## config.mk

```make
export PLATFORM = sky130hd
export DESIGN_NAME = module_disp_arbiter
export DESIGN_NICKNAME = d
export VERILOG_FILES = /design/src/rtl/module_disp_arbiter.sv
export SDC_FILE = /design/constraint.sdc
export NUM_CORES = 1
export LEC_CHECK = 0
export ABC_CLOCK_PERIOD_IN_PS = 3000
export BUFFER_PORTS_ARGS = -buffer_cell sky130_fd_sc_hd__buf_2
export CORE_MARGIN = 5
export CORE_UTILIZATION = 53
export CTS_BUF_LIST = sky130_fd_sc_hd__clkbuf_2
export DETAILED_ROUTE_END_ITERATION = 7
export PLACE_DENSITY = 0.82
export SKIP_LAST_GASP = 1
export SLEW_MARGIN = 20
export SYNTH_ARGS = -nofsm -noshare
export SYNTH_HDL_FRONTEND = slang
export SYNTH_SLANG_ARGS = --single-unit
```

## constraint.sdc

```tcl
create_clock -name clk -period 3 [get_ports clk]
set_input_delay 0.75 -clock clk [delete_from_list [all_inputs] [get_ports clk]]
set_output_delay 0.75 -clock clk [all_outputs]
set_load 0.01 [all_outputs]
```

## src/rtl/module_disp_arbiter.sv

```systemverilog
// Round-robin arbiter sharing the 4-digit display controller between NUM_REQ sources.
// Grants one requester, clamps its value, drives the busy handshake and enforces a hold time.
module module_disp_arbiter #(
    parameter int unsigned NUM_REQ      = 3,
    parameter int unsigned RESULT_WIDTH = 14,
    parameter int unsigned MAX_VALUE    = 9999,
    parameter int unsigned BUSY_TIMEOUT = 2000,
    parameter int unsigned HOLD_CYCLES  = 64
) (
    input  logic                            clk,
    input  logic                            rst_n,
    input  logic [NUM_REQ-1:0]              req_i,
    input  logic [NUM_REQ*RESULT_WIDTH-1:0] value_i,
    output logic [NUM_REQ-1:0]              ack_o,
    output logic [RESULT_WIDTH-1:0]         result_in,
    output logic                            result_valid,
    input  logic                            disp_busy,
    output logic [$clog2(NUM_REQ)-1:0]      grant_idx,
    output logic                            arb_busy,
    output logic                            clamped_o,
    output logic                            timeout_err
);

    localparam int unsigned IW = $clog2(NUM_REQ);
    localparam int unsigned TW = $clog2(BUSY_TIMEOUT + 1);
    localparam int unsigned HW = $clog2(HOLD_CYCLES + 2);
    localparam logic [RESULT_WIDTH-1:0] MAX_V     = RESULT_WIDTH'(MAX_VALUE);
    localparam logic [TW-1:0]           TO_LAST   = TW'(BUSY_TIMEOUT - 1);
    localparam logic [HW-1:0]           HOLD_LAST = HW'((HOLD_CYCLES > 0) ? HOLD_CYCLES - 1 : 0);

    typedef enum logic [2:0] {
        IDLE,
        ISSUE,
        WAIT_BUSY,
        WAIT_DONE,
        HOLD
    } state_t;

    state_t                  state, state_nxt;
    logic [IW-1:0]           ptr;
    logic [IW-1:0]           pick;
    logic                    pick_vld;
    logic [RESULT_WIDTH-1:0] pick_raw;
    logic [TW-1:0]           to_cnt;
    logic [HW-1:0]           hold_cnt;
    logic                    done_evt;
    logic                    to_evt;
    logic                    grant;

    // First active request at or after the pointer, wrapping around.
    always_comb begin
        logic [IW:0] j;
        pick     = '0;
        pick_vld = 1'b0;
        j        = '0;
        for (int unsigned i = 0; i < NUM_REQ; i++) begin
            j = {1'b0, ptr} + (IW+1)'(i);
            if (j >= (IW+1)'(NUM_REQ))
                j = j - (IW+1)'(NUM_REQ);
            if (!pick_vld && req_i[j[IW-1:0]]) begin
                pick     = j[IW-1:0];
                pick_vld = 1'b1;
            end
        end
    end

    always_comb begin
        pick_raw = '0;
        for (int unsigned i = 0; i < NUM_REQ; i++) begin
            if (pick == IW'(i))
                pick_raw = value_i[i*RESULT_WIDTH +: RESULT_WIDTH];
        end
    end

    assign grant = (state == IDLE) && pick_vld;

    // A busy edge in the same cycle as the timeout takes priority over the timeout.
    always_comb begin
        state_nxt = state;
        done_evt  = 1'b0;
        to_evt    = 1'b0;
        case (state)
            IDLE:      if (pick_vld) state_nxt = ISSUE;
            ISSUE:     state_nxt = WAIT_BUSY;
            WAIT_BUSY: begin
                if (disp_busy) begin
                    state_nxt = WAIT_DONE;
                end else if (to_cnt == TO_LAST) begin
                    to_evt    = 1'b1;
                    state_nxt = HOLD;
                end
            end
            WAIT_DONE: begin
                if (!disp_busy) begin
                    done_evt  = 1'b1;
                    state_nxt = HOLD;
                end else if (to_cnt == TO_LAST) begin
                    to_evt    = 1'b1;
                    state_nxt = HOLD;
                end
            end
            HOLD:      if (hold_cnt == HOLD_LAST) state_nxt = IDLE;
            default:   state_nxt = IDLE;
        endcase
    end

    always_ff @(posedge clk) begin
        if (!rst_n)
            state <= IDLE;
        else
            state <= state_nxt;
    end

    always_ff @(posedge clk) begin
        if (!rst_n) begin
            ptr          <= '0;
            result_in    <= '0;
            result_valid <= 1'b0;
            ack_o        <= '0;
            grant_idx    <= '0;
            arb_busy     <= 1'b0;
            clamped_o    <= 1'b0;
            timeout_err  <= 1'b0;
            to_cnt       <= '0;
            hold_cnt     <= '0;
        end else begin
            result_valid <= grant;
            arb_busy     <= (state_nxt != IDLE);
            ack_o        <= '0;
            if (grant) begin
                result_in <= (pick_raw > MAX_V) ? MAX_V : pick_raw;
                clamped_o <= (pick_raw > MAX_V);
                grant_idx <= pick;
                ptr       <= (pick == IW'(NUM_REQ - 1)) ? '0 : pick + 1'b1;
            end
            if (state == ISSUE)
                to_cnt <= '0;
            else if (state == WAIT_BUSY || state == WAIT_DONE)
                to_cnt <= to_cnt + 1'b1;
            if (state != HOLD)
                hold_cnt <= '0;
            else
                hold_cnt <= hold_cnt + 1'b1;
            if (done_evt || to_evt)
                ack_o[grant_idx] <= 1'b1;
            if (to_evt)
                timeout_err <= 1'b1;
        end
    end

endmodule

```

* Word-level counts from Yosys, hierarchy flattened
Cells that the tools add are included.
** Storage, ports and cells
- Register bits :: 46
- Bits of input ports :: 48
- Output and inout port bits :: 23
** Operators by class
- Add/sub/neg operators :: 8
- $lt $le $gt $ge :: 9
- Equal/unequal tests :: 9
- Multiplexer cells :: 34
- Bitwise operators :: 1
- Reductions and logical operators :: 14
** Operator list (number)
- 2-to-1 mux 14 bit :: 4
- 2-to-1 mux 3 bit :: 5
- case mux 3 bit (5 select lines) :: 1
- greater-than comparator 14 bit, second input constant :: 1
- 2-to-1 mux 2 bit :: 7
- < comparator 2 x 3 -> 1 bit, second input constant :: 4
- 2-to-1 mux 1 bit :: 12
- adder 11 x 1 -> 11 bit, second input constant :: 1
- == test 11 bit, second input constant :: 1
- adder 7 x 1 -> 7 bit, second input constant :: 1
- == test 7 x 6 -> 1 bit, second input constant :: 1
- binary-select mux 1 bit (select 2 bit) :: 3
- == test 3 x 2 -> 1 bit, second input constant :: 2
- >= comparator 3 x 2 -> 1 bit, second input constant :: 2
- subtractor 2 bit, second input constant :: 3
- logical AND 1 bit :: 4
- OR reduction 2 bit :: 2
- adder 2 x 1 -> 3 bit, second input constant :: 1
- adder 2 x 2 -> 3 bit, second input constant :: 1
- == test 3 x 1 -> 1 bit, second input constant :: 1
- == test 3 bit, second input constant :: 1
- zero test 3 bit :: 1
- inequality test 3 bit, second input constant :: 1
- nonzero test 3 bit :: 1
- 12 further kinds :: 14

* Logic depth before layout (Yosys ltp)
- Depth in word-level cells :: 17
- Gate-level depth with buffers :: 12
- Mapped depth without buffers :: 10

* Worst setup path after synthesis
Ideal clock, no wire load.
- Kind :: flip-flop to flip-flop
- Start :: reg ptr[0]
- End :: reg clamped_o
- Library setup time :: 136 ps
- Arrival time :: 2587 ps
- Required time :: 2864 ps
- Setup slack :: 277 ps
- Cell stages (with the launch flop) :: 12
- Buffers on the path :: 2
- Path through :: dfxtp_1 -> inv_1 -> ha_1 -> clkbuf_1 -> a22o_1 -> a211oi_2 -> o21a_1 -> nor4_1 -> buf_2 -> a221o_1 -> o41ai_4 -> a31oi_1
** On the way
- Word-level cells in the longest chain between the ends :: 16
- Elaborated cells on any way between the ends :: 35
- Classes of those cells :: add/sub (5); order compare (4); eq/ne (2); mux (18); reduce/logical (6)
** Ends and longest elaborated chain
- start, declared :: RTL line 40 : logic [IW-1:0] ptr;
- start signal, assigned :: RTL line 134 : ptr <= (pick == IW'(NUM_REQ - 1)) ? '0 : pick + 1'b1;
- branches (longest 16 deep; another with adder 2 x 1 -> 3 bit)
- end signal, assigned :: RTL line 132 : clamped_o <= (pick_raw > MAX_V);
- end, declared :: RTL line 20 : output logic clamped_o,
Several ways; the timed one is not identified. The select of a mux whose other input is x is not followed.
A chain may end at the register's enable or synchronous reset.

* Worst setup path in the final report
Same ends and word-level chain as after synthesis.

==> flow_metrics.py <==
metrics = {
    "layout": {
        "instances_no_fill": 417,
        "layout_commonest_cell": "buf_2",
        "fillers": 390,
        "stdcell_area_um2": 2860,
        "regArea_um2": 922,
        "drive_above_1_share_pct": 27.7,
        "antenna_cells": 0,
        "mostFrequentLayoutCells": "buf_2 (70), dfxtp_1 (45), nand2_1 (39), nor2_1 (33), a21oi_1 (20)",
        "nNetsFinal": 417,
        "final_util_pct": 65.6,
        "area_growth_pct": 20.5,
        "multi_input_area_um2": 1370,
    },
    "route": {
        "vias": 2363,
        "drtAntennaViolNets": 0,
        "routed_via_density": 5.67,
        "first_pass_iters": 4,
        "routed_wl_um": 5670,
        "wire_per_inst_um": 13.6,
        "drc": 0,
        "drt-initial-drc-count": 96,
    },
    "worst_setup_path": {
        "path_max_fanout": 11,
        "path_class": "flop to flop",
        "arrival_ns": 3.13,
        "r2r_slack_ns": 0.18,
        "critPathRequiredTime_ns": 3.31,
        "endpoint_kind": "flop",
        "startpoint_type": "flop",
        "r2r_cells": 10,
    },
    "cts": {
        "post_cts_buffers": 0,
        "hold_buffers": 0,
        "clk_path_buf_depth": 2,
        "clkTransAtPathRegs_ns": 0.24,
        "cts_made_buffers": 5,
        "cts.sinks": 46,
        "cts-htree-levels": 2,
        "cts-resized-gates": 0,
        "cts_root_buf": "clkbuf_2",
        "insertion_delay_ns": 0.42,
        "cts_tree": "built",
    },
    "synth": {
        "ys_warn_count": 0,
        "synth_nets": 345,
        "synth_ff_type": "dfxtp_1",
        "synth_area_um2": 2370,
        "yosysUniqueCellTypes": 54,
        "seq_area_frac_synth_pct": 38.8,
        "synthArstFlopShare_pct": 0,
        "synth-edff-count": 0,
        "postSynthAreaPerCell_um2": 8.12,
        "ys_seq_elements": 46,
        "synth_cells": 292,
    },
    "place": {
        "place_congestion": 0.836,
        "dp_hpwl_um": 4390,
        "dpl_worst_slack_ns": 0.0267,
        "place.port_buffers": 70,
        "dpl_cell_area_um2": 2790,
        "dp.cells": 409,
    },
    "sta": {
        "period_share_pct": 93.8,
        "period_minus_slack_ns": 2.82,
        "tns_ns": 0,
        "skew_ns": 0.0231,
        "rsz0062_at_grt": "false",
        "setup-violations-final": 0,
        "finalHoldViolCount": 0,
        "slew_viol_final": 0,
        "slew_headroom_pct": 62.6,
        "tightest_slew_ns": 0.554,
        "timing.final.ws_setup_ns": 0.185,
        "fmax_mhz": 355,
        "whs_ns": 0.473,
    },
    "power": {
        "power_mw": 2.46,
        "max-vdd-ir-drop_uv": 463,
        "power_density_nw_per_um2": 862,
        "p_leak_nw": 1.22,
    },
    "min_path": {
        "hold_depth": 2,
        "min_path_type": "flop to flop",
    },
    "floorplan": {
        "die_w_um": 76.9,
        "core-area_um2": 4350,
        "initial_core_util_pct": 54.5,
        "io_pins": 71,
        "die-area_um2": 5910,
        "rows": 24,
        "die_h_um": 76.9,
    },
    "grt": {
        "grt_pass1_vias": 2277,
        "grt_usage_pct": 19.4,
        "grt_overflow": 0,
        "grt_pass1_wl_um": 9720,
        "antenna_found_initial": 0,
        "grt_start_max_net_pins": 20,
    },
    "run": {
        "max_cap_viol_count": 0,
    },
    "run_status": {
        "status": "complete, no violations",
    },
}
==> kinds of logic after synthesis <==
| logic type | count (synthesis) | synth area share [%] |
|---|---|---|
| AO/OA/AOI/OAI | 86 | 25.8 |
| multiplexers | 2 | 0.844 |
| XOR/XNOR | 11 | 4.06 |
| adder cells (fa/ha/maj) | 6 | 3.06 |
| flip-flops | 46 | 38.8 |
| AND/OR/NAND/NOR | 118 | 23.3 |
| buffers and inverters | 23 | 4.12 |
==> per-layer routing <==
layer,global-route usage (%),vias to the layer above,share of wire [%]
met1,23.5,1072,42
met2,32.6,78,49
met5,0,-,0
met3,6.32,14,7.4
li1,-,1199,-
met4,5.77,0,1.5
==> worst max-delay path, cell delays in order, from the launching register on <==
cell,delay (ns)
dfxtp_2,0.39
inv_1,0.06
ha_2,0.39
nand2_1,0.11
a211oi_4,0.32
o21a_1,0.19
nor4_1,0.06
buf_4,0.19
a221o_1,0.36
o41ai_4,0.51
a31oi_1,0.14
==> cell usage after synthesis (2+ instances only) <==
cell type / number / area, um^2
dfxtp_1: 46 / 921
nand2_1: 39 / 146
nor2_1: 33 / 124
a21oi_1: 20 / 100
o21ai_0: 19 / 95.1
nand3_1: 13 / 65.1
clkbuf_1: 11 / 41.3
xor2_1: 8 / 70.1
a31oi_1: 7 / 43.8
inv_1: 6 / 22.5
nand4_1: 6 / 37.5
a22o_1: 5 / 43.8
ha_1: 5 / 62.6
or3_1: 5 / 31.3
a221o_1: 4 / 40.0
a221oi_1: 4 / 35.0
and2_1: 4 / 25.0
o221ai_1: 4 / 35.0
a211oi_1: 3 / 22.5
buf_2: 3 / 15.0
nor3_1: 3 / 15.0
o21a_1: 3 / 22.5
xnor2_1: 3 / 26.3
a21boi_0: 2 / 15.0
and3_1: 2 / 12.5
mux2i_1: 2 / 20.0
nand2b_1: 2 / 12.5
nor2b_1: 2 / 12.5
nor3b_1: 2 / 15.0
nor4_1: 2 / 12.5
==> where the power goes <==
group | total (mW) | internal [mW] | leakage, nW | switching, mW
sequential | 0.843 | 0.754 | 0.376 | 0.0896
combinational | 1.35 | 0.564 | 0.818 | 0.789
clock | 0.268 | 0.0597 | 0.0256 | 0.208
total | 2.46 | 1.38 | 1.22 | 1.09
==> state kept, by name (all words and copies together) (netlist names) <==
name / cells
ack_o: 3
arb_busy: 1
clamped_o: 1
grant_idx: 2
hold_cnt: 7
ptr: 2
result_in: 14
result_valid: 1
state: 3
timeout_err: 1
to_cnt: 11
==> final timing paths <==
| check | from | to |
|---|---|---|
| worst min register to register | result_in[11] | result_in[11] |
| worst max register to register | ptr[0] | clamped_o |
| worst max-delay path | ptr[0] | clamped_o |
| worst min-delay path | result_in[11] | result_in[11] |
==> layout make-up <==
class                      count  area share, %
clock buffer                   5          0.876
tap                           52           2.28
sequential                    46           32.3
multi-input combinational    223           47.8
timing repair buffer          80           14.9
inverter                       8           1.05
clock inverter                 3          0.832
(Power assumes the default switching activity.)
